### src/rtl/proc_ctrl_fsm.sv
// proc_ctrl_fsm: multi-cycle control unit for the 16-bit register-file processor.
// Steps through timesteps T0..T3 and decodes the 9-bit instruction (IIIXXXYYY)
// into register load enables, bus-drive selects and ALU controls. It also
// counts retired instructions.
module proc_ctrl_fsm #(
  parameter int NREG  = 8,
  parameter int CNT_W = 16
) (
  input  logic             i_clock,
  input  logic             i_resetn,
  input  logic             i_run,
  input  logic [8:0]       i_ir,
  input  logic             i_gnz,
  output logic             o_irin,
  output logic [NREG-1:0]  o_rin,
  output logic [NREG-1:0]  o_rout,
  output logic             o_dinout,
  output logic             o_gout,
  output logic             o_ain,
  output logic             o_gin,
  output logic             o_addsub,
  output logic             o_done,
  output logic [CNT_W-1:0] o_retcnt
);

  // Opcode encodings; 101..111 all fall through to NOP handling
  localparam logic [2:0] OP_MV   = 3'b000;
  localparam logic [2:0] OP_MVI  = 3'b001;
  localparam logic [2:0] OP_ADD  = 3'b010;
  localparam logic [2:0] OP_SUB  = 3'b011;
  localparam logic [2:0] OP_MVNZ = 3'b100;

  localparam logic [NREG-1:0] SEL_LSB = NREG'(1);

  typedef enum logic [1:0] {
    T0 = 2'd0,
    T1 = 2'd1,
    T2 = 2'd2,
    T3 = 2'd3
  } state_t;

  state_t           r_state;
  logic [CNT_W-1:0] r_retCnt;

  logic [2:0]      w_opcode;
  logic [NREG-1:0] w_xSel;
  logic [NREG-1:0] w_ySel;
  logic            w_isArith;

  logic            w_irin;
  logic [NREG-1:0] w_rin;
  logic [NREG-1:0] w_rout;
  logic            w_dinout;
  logic            w_gout;
  logic            w_ain;
  logic            w_gin;
  logic            w_addsub;
  logic            w_done;

  // Instruction field decode: X is the destination, Y the source operand
  assign w_opcode  = i_ir[8:6];
  assign w_xSel    = SEL_LSB << i_ir[5:3];
  assign w_ySel    = SEL_LSB << i_ir[2:0];
  assign w_isArith = (w_opcode == OP_ADD) || (w_opcode == OP_SUB);

  // Control decode from the current timestep and the instruction; only one
  // bus source is ever selected in a given timestep
  always_comb begin
    w_irin   = 1'b0;
    w_rin    = '0;
    w_rout   = '0;
    w_dinout = 1'b0;
    w_gout   = 1'b0;
    w_ain    = 1'b0;
    w_gin    = 1'b0;
    w_addsub = 1'b0;
    w_done   = 1'b0;
    case (r_state)
      T0: begin
        w_irin = i_run;
      end
      T1: begin
        case (w_opcode)
          OP_MV: begin
            w_rout = w_ySel;
            w_rin  = w_xSel;
            w_done = 1'b1;
          end
          OP_MVI: begin
            w_dinout = 1'b1;
            w_rin    = w_xSel;
            w_done   = 1'b1;
          end
          OP_ADD, OP_SUB: begin
            w_rout = w_xSel;
            w_ain  = 1'b1;
          end
          OP_MVNZ: begin
            w_done = 1'b1;
            if (i_gnz) begin
              w_rout = w_ySel;
              w_rin  = w_xSel;
            end
          end
          default: begin
            w_done = 1'b1;
          end
        endcase
      end
      T2: begin
        if (w_isArith) begin
          w_rout   = w_ySel;
          w_gin    = 1'b1;
          w_addsub = (w_opcode == OP_SUB);
        end
      end
      T3: begin
        if (w_isArith) begin
          w_gout = 1'b1;
          w_rin  = w_xSel;
        end
        w_done = 1'b1;
      end
      default: begin
        w_irin = 1'b0;
      end
    endcase
  end

  // Timestep sequencing and the retired-instruction counter; reset aborts
  // any instruction in flight and clears the count
  always_ff @(posedge i_clock or negedge i_resetn) begin
    if (!i_resetn) begin
      r_state  <= T0;
      r_retCnt <= '0;
    end else begin
      r_retCnt <= r_retCnt + CNT_W'(w_done);
      case (r_state)
        T0:      r_state <= i_run ? T1 : T0;
        T1:      r_state <= w_isArith ? T2 : T0;
        T2:      r_state <= T3;
        T3:      r_state <= T0;
        default: r_state <= T0;
      endcase
    end
  end

  // Reset forces every control output low; IRin would otherwise follow Run in T0
  assign o_irin   = w_irin & i_resetn;
  assign o_rin    = w_rin & {NREG{i_resetn}};
  assign o_rout   = w_rout & {NREG{i_resetn}};
  assign o_dinout = w_dinout & i_resetn;
  assign o_gout   = w_gout & i_resetn;
  assign o_ain    = w_ain & i_resetn;
  assign o_gin    = w_gin & i_resetn;
  assign o_addsub = w_addsub & i_resetn;
  assign o_done   = w_done & i_resetn;
  assign o_retcnt = r_retCnt;

endmodule

### config.mk
export PLATFORM = sky130hd
export DESIGN_NAME = proc_ctrl_fsm
export DESIGN_NICKNAME = d
export VERILOG_FILES = /design/src/rtl/proc_ctrl_fsm.sv
export SDC_FILE = /design/constraint.sdc
export NUM_CORES = 1
export LEC_CHECK = 0
export BUFFER_PORTS_ARGS = -buffer_cell sky130_fd_sc_hd__buf_2
export CAP_MARGIN = 10
export CORE_AREA = 2 2 72 74
export DETAILED_ROUTE_END_ITERATION = 8
export DIE_AREA = 0 0 74 76
export PLACE_DENSITY_LB_ADDON = 0.12
export SLEW_MARGIN = 20
export SYNTH_ARGS = -nofsm -noshare
export SYNTH_HDL_FRONTEND = slang
export SYNTH_SLANG_ARGS = --single-unit
### constraint.sdc
create_clock -name i_clock -period 3.62 [get_ports i_clock]
set_clock_uncertainty 0.1 [all_clocks]
set_input_delay 0.362 -clock i_clock [delete_from_list [all_inputs] [get_ports i_clock]]
set_output_delay 0.362 -clock i_clock [all_outputs]
set_load 0.02 [all_outputs]
==> run metrics, run 1 <==
Crit. End Element primary output; Cells after Synth 128; peak supply drop 0.3700 mV; pin count of the biggest net entering global routing 17; post-synth net total 148; IO Port Bufs 51; register area share after synthesis 38.63%; hold worst-path end r_state[0]; Slew Viols, Final 0; grt met3 use 1.852%; DP HPWL 2.511 mm; Mapped Area 0.001166 mm^2; core area 0.004912 mm^2; met2 usage 16.96%; Worst setup SP type input pin; combinational share of power 35.7%; critical path data required time 3.16 ns; initial antenna violation count 0; RSZ-0062 raised after global routing no; final WL 3.086 mm; antenna cells 0; critical path type input pin to primary output; non-filler instance count after layout 254; Synth warnings 0; max cap viols 0; Lkg Pwr 0.8037 nW; vias in the first global route 1089; Yosys reg bits 18; grt ovf 0; worst-margin pin slew 0.5454 ns; fraction of layout cells with a size suffix above 1 33.70%; Die ar. 0.005624 mm^2; DR vias 1152; first-pass iteration count of the detailed router 4; DR DRC count 0; clock power share 20.4%; arrival time worst endpoint 2.21 ns; CTS H-tree lvls 1; Setup WS pre-CTS 1.260 ns; Antenna Nets Post-Route 0; clock-pin slew on the worst setup and hold paths 0.06 ns; first-pass GRT wire length 5.057 mm; fin crit share 73.77%; Sw Share 38.59%; PnR worst setup slack 0.9495 ns; Hold Path Class input pin to register; Sequential Power Share 43.9%; dpl cells 250; DIE WIDTH 74 um; Clock Latency Late Sink 0.25 ns; number of cell rows 26; grt peak-use layer met2; Synth area leader dfrtp_1; CTS tree built; hold-critical path depth 2; post-synth top area share 38.63%; clock sinks 18; vias per cell 4.535; nets 206; Routability Congestion 0.7606; slew margin rel. 63.36%; flop2flop setup slack 1.42 ns; CTS Buf Count 3; WL per Instance 12.15 um; post-CTS setup repair buffer count 0; met1 Use GR 16.03%; Yosys cell types 34; Total Power 0.0006636 W; Hold Path Origin i_run; max frequency 374.5 MHz; post-layout minimum cycle time 2.671 ns; Final Setup Violations 0; Clock Tree Buf Depth 2; Synth area leaders dfrtp_1 39%, ha_1 7.5%, xnor2_1 7.5%; Crit Path Max Fanout 10; drt first-iter violations 21; power per cell area 423.3 mW/mm^2; Worst Reg-to-Reg Cells 9; endpoints failing hold 0; Switch Pwr 0.0002561 W; setup_tns 0 ns; status finished, final reports clean; R2R Path End o_retcnt[12]; Syn Area/Cell 9.110 um^2; Starting Density 23.74%; GR Util All Layers 11.10%; num ports 52; Internal Power 0.0004075 W; Chip Height 76 um; Layout Area Growth over Synthesis 34.44%; Root Driver clkbuf_8
[critical path, cell delays in order]
cell and delay, ns:
dlygate4sd3_1 0.51, buf_2 0.23, nand3b_1 0.16, o32ai_1 0.43
nand3_1 0.16, o22ai_1 0.16, buf_2 0.19
[Yosys cell counts]
cell type  number
a21o_1          1
a21oi_1         1
a21oi_2         1
a22o_1          2
and2_1          2
and3_1          5
dfrtp_1        18
ha_1            7
inv_1           6
mux2_2          1
nand2_1         9
nand2b_1        5
nand3_1         8
nand3b_1        3
nand4_1         3
nand4b_1        1
nor2_1         10
nor2b_1         2
nor3_1          9
nor3b_1         1
nor4_1          1
o21ai_0         4
o21ai_1         1
o21ai_2         1
o21bai_1        1
o22ai_1         4
o32ai_1         2
or2_1           1
or2_2           1
or2_4           1
or3b_2          1
or4_4           1
xnor2_1        10
xor2_1          4
[registers in the layout (all words and copies together) (netlist names), named ones only]
name      cells
o_retcnt     16
r_state       1
[metrics by stage]
stage | area (um^2) | hold WS [ns] | utilization (%)
after detailed placement | 1516 | 0.1265 | 30.87
after floorplan | 1166 | -0.03359 | -
after global placement | 1516 | 0.1251 | 30.87
after CTS | 1568 | 0.2526 | 31.92
after global routing | 1568 | 0.2706 | 31.92
final | 1568 | 0.2578 | 31.92
[worst max path at each step]
| stage | start | end | slack (ns) | cells past startpoint |
|---|---|---|---|---|
| 4_1_cts | i_resetn | o_rout[7] | 0.91 | 7 |
| 3_5_place_dp | r_state[0] | o_rout[0] | 1.26 | 7 |
| 6_report | i_resetn | o_rout[7] | 0.95 | 7 |
| 5_1_grt | i_resetn | o_rout[7] | 0.76 | 7 |
| 3_3_place_gp | r_state[0] | o_rout[0] | 1.27 | 7 |
| 2_1_floorplan | r_state[0] | o_rout[2] | 1.37 | 6 |
[logic make-up (layout without fill, tap and decap cells)]
family	after synthesis	in the layout	share of synthesized area, %
adder cells (fa/ha/maj)	7	7	7.510
buffers and inverters	6	62	1.931
AND/OR/NAND/NOR	64	64	29.94
flip-flops	18	18	38.63
XOR/XNOR	14	14	10.51
multiplexers	1	1	0.9656
AO/OA/AOI/OAI	18	18	10.52
[layout make-up]
class,count,area (um^2)
inverters,6,22.52
well taps,70,87.58
clock buffers,3,41.29
fillers,522,3344
multi-input cells,104,693.2
flip-flops and latches,18,450.4
repair buffers,53,272.8
[cells in the final DEF, fill, tap and decap left out, types with 2 or more instances in the layout]
cell type,count
o22ai_1,4
nand3_1,8
nand2_1,9
nor2_1,10
nand4_1,3
o32ai_1,2
dfrtp_1,18
ha_1,7
and3_1,5
xnor2_1,10
nor2b_1,2
nand2b_1,5
clkbuf_8,3
nand3b_1,3
xor2_1,4
and2_1,2
o21ai_0,4
buf_2,51
inv_1,6
nor3_1,9
a22o_1,2
[per-layer routing]
layer / up-vias / part of all wire [%]
li1: 566 / -
met1: 543 / 48
met2: 39 / 45
met3: 4 / 5.8
met4: 0 / 0.68
met5: - / 0
[what timing repair did]
item / CTS / global route
resized for setup: 0 / 0
endpoints found under the hold margin: 4 / 0
hold buffers: 1 / 0
[power by group through the flow]
stage,sequential (W),clock [W],combinational (W)
floorplan,0.000329,0,0.000111
global placement,0.000294,0,0.000238
detailed placement,0.000294,0,0.000239
CTS,0.000291,0.000143,0.000241
global route,0.000298,0.000149,0.000262
finish,0.000291,0.000136,0.000237
(Power assumes the default switching activity.)
==> run 2, diff against run 1 <==
- clock period: 3.62 -> 2.7 ns (I/O delays scaled with it)
==> run metrics, run 2 (synthesized netlist as in run 1, its figures left out) <==
DR DRC count 0 (unchanged); fin util 32.50% (+0.59 points); num ports 52 (unchanged); grt ovf 0 (unchanged); Antenna Nets Post-Route 0 (unchanged); Hold Path Class input pin to register; status finished, final reports clean; pin count of the biggest net entering global routing 22 (+5); WL per Instance 11.68 um (-3.9%); commonest non-fill, non-tap cells in the layout 51 x buf_2, 18 x dfrtp_1, 10 x nor2_1, 10 x xnor2_1; clock sinks 18 (unchanged); Slew Viols, Final 0 (unchanged); fin crit share 92.52%; DP HPWL 2.473 mm (-1.5%); IO Port Bufs 51 (unchanged); Starting Density 23.74% (unchanged); first-pass iteration count of the detailed router 6 (+2); drt first-iter violations 27 (+29%); number of cell rows 26 (unchanged); most common cell after layout, fill and taps aside buf_2; peak supply drop 0.4148 mV (+12%); slew margin rel. 74.38% (+11 points); worst-margin pin slew 0.3832 ns (-0.1622 ns); Die ar. 0.005624 mm^2 (unchanged); Layout Area Growth over Synthesis 36.91%; Worst setup SP type register; critical path type register to primary output; core area 0.004912 mm^2 (unchanged); DIE WIDTH 74 um (unchanged); Post-CTS Hold Buffers 1 (unchanged); Clock Tree Buf Depth 2 (unchanged); GR Util All Layers 11.13% (+0.033 points); Crit. End Element primary output; DR vias 1153 (+0.087%); nets 208 (+0.97%); arrival time worst endpoint 2.13 ns (-0.08 ns); setup_tns 0 ns (unchanged); CTS H-tree lvls 1 (unchanged); fraction of layout cells with a size suffix above 1 34.76% (+1.1 points); Crit Path Max Fanout 5 (-5); Root Driver clkbuf_8; first-pass GRT wire length 5.064 mm (+0.14%); non-filler instance count after layout 257 (+1.2%); number of flip-flops in the largest register 16 (unchanged); vias in the first global route 1145 (+5.1%); max frequency 400.3 MHz; max cap viols 0 (unchanged); Chip Height 76 um (unchanged); post-layout minimum cycle time 2.498 ns; CTS Buf Count 3 (unchanged); Routability Congestion 0.7973 (+4.8%); power per cell area 577.9 mW/mm^2 (+37%); Final Setup Violations 0 (unchanged); critical path data required time 2.33 ns (-0.83 ns); post-CTS setup repair buffer count 0 (unchanged); antenna cells 0 (unchanged); final WL 3.002 mm (-2.7%); RSZ-0062 raised after global routing no; Clock Latency Late Sink 0.25 ns (about the same); CTS tree built; Lkg Pwr 0.8208 nW (+2.1%); endpoints failing hold 0 (unchanged); post-cts gate resize count 0 (unchanged); vias per cell 4.486 (-1.1%); clock-pin slew on the worst setup and hold paths 0.07 ns (about the same); initial antenna violation count 0 (unchanged); dpl cells 252 (+0.80%)
-- run 2: changes by cell type in the layout (fill, tap and decap cells not counted) --
cell	change
buf_4	+2
clkbuf_8	+1
-- run 2: path summary, 6_finish.rpt --
kind | from | endpoint | slack [ns] | cells past startpoint
max reg2reg | register | o_retcnt[12] | 0.53 | 9
min | i_run | r_state[0] | 0.16 | 2
max in group asynchronous | i_resetn | o_retcnt[10] | 1.79 | 3
min in group asynchronous | i_resetn | o_retcnt[3] | 0.50 | 3
min reg2reg | o_retcnt[15] | o_retcnt[15] | 0.37 | 1
max | r_state[0] | o_rout[1] | 0.20 | 7
-- run 2: final cells by class --
class                           count  area (um^2)
Timing Repair Buffer               55        287.8
Multi-Input combinational cell    104        693.2
Sequential cell                    18        450.4
Inverter                            6        22.52
Tap cell                           70        87.58
Fill cell                         524         3316
Clock buffer                        4        55.05
-- run 2: where the power goes --
group          switching [W]  internal, W
sequential         0.0000611     0.000325
clock              0.0000909     0.000129
combinational       0.000193     0.000123
total               0.000345     0.000578
-- run 2: through the flow --
step | hold slack [ns] | total power (W) | cell area, um^2 | setup slack (ns)
after floorplan | -0.1256 | 0.0005900 | 1166 | 0.5429
after global placement | 0.2599 | 0.0007126 | 1531 | 0.5088
after detailed placement | 0.2544 | 0.0007100 | 1531 | 0.4710
after CTS | 0.1577 | 0.0009392 | 1597 | 0.1785
after global routing | 0.1602 | 0.0009920 | 1597 | 0.01005
final | 0.1642 | 0.0009227 | 1597 | 0.2020
-- run 2: routing by layer --
metal | share of wire [%] | global-route usage [%]
met5 | 0 | 0
met4 | 0.60 | 4.000
met1 | 47 | 14.56
met2 | 47 | 18.30
met3 | 5.3 | 1.720
-- run 2: critical path, stage by stage (launching register included) --
cell,delay (ns)
dfrtp_1,0.41
inv_1,0.08
ha_1,0.34
nand3_1,0.13
or4_4,0.53
o21ai_2,0.08
a22o_1,0.14
buf_2,0.16
